[src/rtl/tempo_controller.sv]
// tempo_controller: front-panel BPM setpoint from debounced inc/dec buttons.
// Tap steps once, holding auto-repeats, pressing both buttons restores the
// default tempo. Output is clamped to [BPM_MIN, BPM_MAX].
// Optional feature macro: TEMPO_ACCEL_EN (accelerated repeat steps).
//
// state  | meaning
// IDLE   | no button held; a single press steps once and enters HOLD
// HOLD   | button held, waiting HOLD_CYCLES for the first auto-repeat
// REPEAT | auto-repeating every REPEAT_CYCLES
// CHORD  | both buttons were pressed; wait for both to be released
module tempo_controller #(
  parameter int BPM_MIN       = 40,
  parameter int BPM_MAX       = 240,
  parameter int BPM_DEFAULT   = 120,
  parameter int HOLD_CYCLES   = 50_000_000,
  parameter int REPEAT_CYCLES = 10_000_000,
  parameter int FAST_AFTER    = 8,
  parameter int FAST_STEP     = 10
) (
  input  logic       clk,
  input  logic       reset,
  input  logic       btn_inc,
  input  logic       btn_dec,
  output logic [7:0] bpm,
  output logic       bpm_changed,
  output logic       at_min,
  output logic       at_max
);

  localparam logic [1:0] IDLE   = 2'd0;
  localparam logic [1:0] HOLD   = 2'd1;
  localparam logic [1:0] REPEAT = 2'd2;
  localparam logic [1:0] CHORD  = 2'd3;

  localparam int CNT_MAX = (HOLD_CYCLES > REPEAT_CYCLES) ? HOLD_CYCLES : REPEAT_CYCLES;
  localparam int CNT_W   = $clog2(CNT_MAX + 1);
  localparam logic [CNT_W-1:0] HOLD_TC   = CNT_W'(HOLD_CYCLES - 1);
  localparam logic [CNT_W-1:0] REPEAT_TC = CNT_W'(REPEAT_CYCLES - 1);

  localparam logic [8:0] MIN9 = 9'(BPM_MIN);
  localparam logic [8:0] MAX9 = 9'(BPM_MAX);
  localparam logic [8:0] DEF9 = 9'(BPM_DEFAULT);

  logic [1:0]       state, state_nxt;
  logic [CNT_W-1:0] cnt, cnt_nxt;
  logic             dir, dir_nxt;      // 1 = increment
  logic             do_step, load_default;
  logic [8:0]       step_size;
  logic [8:0]       bpm_ext, sum, bpm_new;
  logic             dir_btn, opp_btn;

`ifdef TEMPO_ACCEL_EN
  localparam int RPT_W = $clog2(FAST_AFTER + 2);
  localparam logic [RPT_W-1:0] FAST_N = RPT_W'(FAST_AFTER);
  logic [RPT_W-1:0] rpt_cnt, rpt_nxt;
`endif

  assign dir_btn = dir ? btn_inc : btn_dec;
  assign opp_btn = dir ? btn_dec : btn_inc;

  // Next-state, step request and step size
  always_comb begin
    state_nxt    = state;
    cnt_nxt      = cnt;
    dir_nxt      = dir;
    do_step      = 1'b0;
    load_default = 1'b0;
    step_size    = 9'd1;
`ifdef TEMPO_ACCEL_EN
    rpt_nxt      = rpt_cnt;
`endif
    case (state)
      IDLE: begin
        cnt_nxt = '0;
`ifdef TEMPO_ACCEL_EN
        rpt_nxt = '0;
`endif
        if (btn_inc && btn_dec) begin
          load_default = 1'b1;
          state_nxt    = CHORD;
        end else if (btn_inc) begin
          do_step   = 1'b1;
          dir_nxt   = 1'b1;
          state_nxt = HOLD;
        end else if (btn_dec) begin
          do_step   = 1'b1;
          dir_nxt   = 1'b0;
          state_nxt = HOLD;
        end
      end
      HOLD, REPEAT: begin
        // The opposite button wins over release and timer expiry.
        if (opp_btn) begin
          load_default = 1'b1;
          cnt_nxt      = '0;
          state_nxt    = CHORD;
        end else if (!dir_btn) begin
          cnt_nxt   = '0;
          state_nxt = IDLE;
        end else if (cnt == ((state == HOLD) ? HOLD_TC : REPEAT_TC)) begin
          do_step   = 1'b1;
          cnt_nxt   = '0;
          state_nxt = REPEAT;
`ifdef TEMPO_ACCEL_EN
          if (state == HOLD) begin
            rpt_nxt = RPT_W'(1);
          end else begin
            if (rpt_cnt >= FAST_N) step_size = 9'(FAST_STEP);
            if (rpt_cnt < FAST_N) rpt_nxt = rpt_cnt + RPT_W'(1);
          end
`endif
        end else begin
          cnt_nxt = cnt + CNT_W'(1);
        end
      end
      default: begin
        cnt_nxt = '0;
        if (!btn_inc && !btn_dec) state_nxt = IDLE;
      end
    endcase
  end

  // Clamped 9-bit arithmetic for the candidate setpoint
  always_comb begin
    bpm_ext = {1'b0, bpm};
    sum     = bpm_ext + step_size;
    bpm_new = bpm_ext;
    if (load_default) begin
      bpm_new = DEF9;
    end else if (do_step) begin
      if (dir_nxt) bpm_new = (sum > MAX9) ? MAX9 : sum;
      else         bpm_new = (bpm_ext >= MIN9 + step_size) ? bpm_ext - step_size : MIN9;
    end
  end

  // State, timer and registered outputs
  always_ff @(posedge clk) begin
    if (reset) begin
      state       <= IDLE;
      cnt         <= '0;
      dir         <= 1'b0;
      bpm         <= DEF9[7:0];
      bpm_changed <= 1'b0;
      at_min      <= (BPM_DEFAULT == BPM_MIN);
      at_max      <= (BPM_DEFAULT == BPM_MAX);
    end else begin
      state       <= state_nxt;
      cnt         <= cnt_nxt;
      dir         <= dir_nxt;
      bpm         <= bpm_new[7:0];
      bpm_changed <= (bpm_new[7:0] != bpm);
      at_min      <= (bpm_new == MIN9);
      at_max      <= (bpm_new == MAX9);
    end
  end

`ifdef TEMPO_ACCEL_EN
  // Repeat-step count, saturating at FAST_AFTER
  always_ff @(posedge clk) begin
    if (reset) rpt_cnt <= '0;
    else       rpt_cnt <= rpt_nxt;
  end
`endif

endmodule
[config.mk]
export PLATFORM = sky130hd
export DESIGN_NAME = tempo_controller
export DESIGN_NICKNAME = d
export VERILOG_FILES = /design/src/rtl/tempo_controller.sv
export SDC_FILE = /design/constraint.sdc
export NUM_CORES = 1
export LEC_CHECK = 0
export BUFFER_PORTS_ARGS = -buffer_cell sky130_fd_sc_hd__buf_2
export CORE_MARGIN = 1.5
export CORE_UTILIZATION = 55
export DETAILED_ROUTE_END_ITERATION = 7
export PLACE_DENSITY = 0.7
export SETUP_SLACK_MARGIN = 0.5
export SKIP_LAST_GASP = 1
export SLEW_MARGIN = 20
export SYNTH_ARGS = -nofsm -noshare
export SYNTH_HDL_FRONTEND = slang
export SYNTH_SLANG_ARGS = --single-unit
export TNS_END_PERCENT = 30
[constraint.sdc]
create_clock -name clk -period 3.48 [get_ports clk]
set_input_delay 0.174 -clock clk [delete_from_list [all_inputs] [get_ports clk]]
set_output_delay 0.174 -clock clk [all_outputs]
set_load 0.02 [all_outputs]
==> impl_results.md <==
* Status: finished clean
* Switching power as a share of total power at 43.84%
* Worst R2R Setup Slack at 640 ps
* # setup viols final at 0
* Syn_nets at 343
* Setup Skew at 9.680 ps
* Synthesized area per cell at 8.017 um^2
* Clock share of power at 20.8%
* CP required at 3690 ps
* Dominant synthesized flop cell: dfxtp_1
* Starting density of the core at 56.59%
* Final period util at 81.70%
* Cts repair resizes at 0
* FF+latch count, synth at 40
* Worst-Margin Slew at 938.3 ps
* CP startpoint kind: register
* WS Path Type: reg2reg
* Leak at 1.041 nW
* Die X at 72.25 um
* Worst slack at placement at 654.8 ps
* Number of synthesized flops with an enable pin at 0
* Routed wire length at 6.211 mm
* Hold Crit Start: reset
* Total CTS buffers at 5
* Register share of total power at 32.2%
* Via count at 2,419
* Worst min path class: in2reg
* PwrDens at 667.8 nW/um^2
* Core ar. at 4661 um^2
* Tmin final at 2843 ps
* Crit. End Element: register
* Routed WL per cell at 15.93 um
* Tot GR Track Use at 25.26%
* CTS tree: done
* Routability cong. at 0.9372
* Max rail drop VDD at 413.5 uV
* RSZ-0062 raised after global routing: true
* First-pass GRT wire length at 10.45 mm
* Worst skew pair latency at 290 ps
* Routed Antenna Nets at 0
* CTS sink count at 40
* Netlist cell types at 64
* Met3 GRT Util at 4.167%
* Sw power at 0.8315 mW
* Int Power at 1.065 mW
* Iteration-0 DRC Markers at 270
* Met2 track demand over resource at 41.26%
* Vert. Die Dim at 72.25 um
* # Max-Cap Violations at 0
* Clk slew on worst S/H paths at 80 ps
* CTS Hold Bufs at 0
* # diodes at 0
* Final hold viol count at 0
* Max Slew Vio Count at 0
* Critical path cell sequence: inv_1 > ha_1 > nand4b_1 > a211oi_1 > nand4bb_1 > a221oi_2 > o221ai_1 > a2111o_1 > nor4_2
* Via density at 6.203
* Ys async rst share at 0%
* Max FO, Critical Path at 6
* Crit path arrival time at 3050 ps
* H-Tree Depth at 2
* Initial DRT Pass Iterations at 5
* Yosys Warn Count at 0
* Fmax achieved at 351.7 MHz
* Critical path's slowest cell: a2111o_1
* Seq/Total Area, Yosys at 30.36%
* P&R area growth vs syn at 7.685%
* Critical path's largest stage delay at 440 ps
* Final Core Density at 60.94%
* Die area at 5220 um^2
* Worst Setup SP: state[0]
* Comb power frac at 47.0%
* Max clock buf depth at 2
* IO Count at 15
* Initial antenna violation count at 0
* Layout cells sized above 1 at 11.61%
* Overflow after GRT at 0
* Post-CTS setup buffers at 0
* Row cnt at 25
* # port buffers at 14
* Met1 usage at 32.90%
* Setup ws final at 637.0 ps
* DRC at 0
* Slew Limit Headroom at 37.45%
* Mapped Cells at 329
* Final std cells w/o fill at 390
* CP Buf/Inv Count at 1
* Vias in the first global route at 2,209
* Clk root buf: clkbuf_8
* Pin count of the biggest net entering global routing at 27
* Setup tns final at 0 ps
* CP delay by family, top: compound AO/OA/AOI/OAI gates
* Final Net Count at 349
* Cells after DPL at 382
* Synthesized cell area at 2638 um^2
* Filler cells at 421
* Worst r2r src: state[0]
* Grt peak-use layer: met2
* Dpl hpwl at 4.474 mm
-- cell type report --
type,instances,area [um^2],share of cell area [%]
Sequential cell,40,800.8,28.19
Tap cell,54,67.56,2.379
Clock inverter,2,38.79,1.366
Timing Repair Buffer,14,70.07,2.467
Multi-Input combinational cell,262,1735,61.10
Clock buffer,6,82.58,2.907
Inverter,12,45.04,1.586
-- power by group through the flow --
stage | Combinational (mW) | Sequential [mW] | Clock (mW)
global route | 0.980 | 0.614 | 0.425
detailed placement | 0.852 | 0.613 | 0
CTS | 0.856 | 0.602 | 0.406
finish | 0.892 | 0.610 | 0.395
global placement | 0.862 | 0.613 | 0
floorplan | 0.708 | 0.584 | 0
-- final timing paths --
check        depth (start not counted)  endpoint
max                                  9    at_max
min                                  2    bpm[7]
max reg2reg                          9    at_max
min reg2reg                          1    cnt[0]
-- metrics by stage --
stage               hold slack, ps  power (mW)  cell area (um^2)
global route                 224.4       2.020              2840
CTS                          206.1       1.865              2813
floorplan                    277.8       1.292              2638
global placement             442.6       1.476              2691
detailed placement           456.1       1.465              2691
finish                       211.9       1.897              2840
-- cell usage in the layout, fill, tap and decap left out, drive strengths merged, types with 3 or more instances in the layout --
cell type and n:
nor2 45, dfxtp 40, nand2 33, xor2 16, a21oi 15, nand3 14, buf 14, o21ai 13
inv 12, nor3 11, ha 10, or3 8, xnor2 8, nand4 6, and3 6, clkbuf 6
a21o 5, a211oi 5, nor4 5, nand4bb 3, and2 3, a211o 3, o21a 3, nand2b 3
o221ai 3, o211ai 3, nand3b 3, a221oi 3, or2 3
-- cells by family (layout without fill, tap and decap cells) --
group                    count (synthesis)  after routing  share of synthesized area [%]
buffers and inverters                   27             34                          4.886
XOR/XNOR                                24             24                          7.970
AND/OR/NAND/NOR                        153            153                          30.36
flip-flops                              40             40                          30.36
multiplexers                             3              3                          1.186
AO/OA/AOI/OAI                           72             72                          20.50
adder cells (fa/ha/maj)                 10             10                          4.744
-- worst reg2reg max path: stages (launching register included) --
cell and delay [ps]:
dfxtp_1 390, inv_1 60, ha_1 380, nand4b_1 230, a211oi_1 300, nand4bb_1 270
a221oi_2 350, o221ai_1 220, a2111o_1 440, nor4_2 120
-- state kept, by name, summed over array words and instances, names as in the netlist --
name         count
at_max           1
at_min           1
state            2
bpm              8
dir              1
cnt             26
bpm_changed      1
-- routing by layer --
layer	share of wire, %	wire [um]	up-vias
met5	0	0	-
met4	2.8	172	0
met3	4.3	267	18
met2	48	2985	84
met1	45	2784	1111
li1	-	-	1206
-- cell usage after synthesis (3+ instances only) --
cell	number	share of area [%]
a211o_1	3	1.0
a211oi_1	5	1.4
a21o_1	5	1.4
a21oi_1	12	2.3
a21oi_2	3	1.0
a221oi_1	3	1.0
and2_1	3	0.71
and3_1	6	1.4
buf_2	4	0.76
clkbuf_1	7	1.0
dfxtp_1	40	30
ha_1	10	4.7
inv_1	12	1.7
nand2_1	33	4.7
nand2b_1	3	0.71
nand3_1	14	2.7
nand4_1	6	1.4
nand4bb_1	3	1.3
nor2_1	45	6.4
nor3_1	10	1.9
nor4_1	3	0.71
o211ai_1	3	0.85
o21a_1	3	0.85
o21ai_0	11	2.1
o221ai_1	3	1.0
or3_1	8	1.9
xnor2_1	8	2.7
xor2_1	16	5.3
Note: power is estimated with default switching activity, not from simulation.
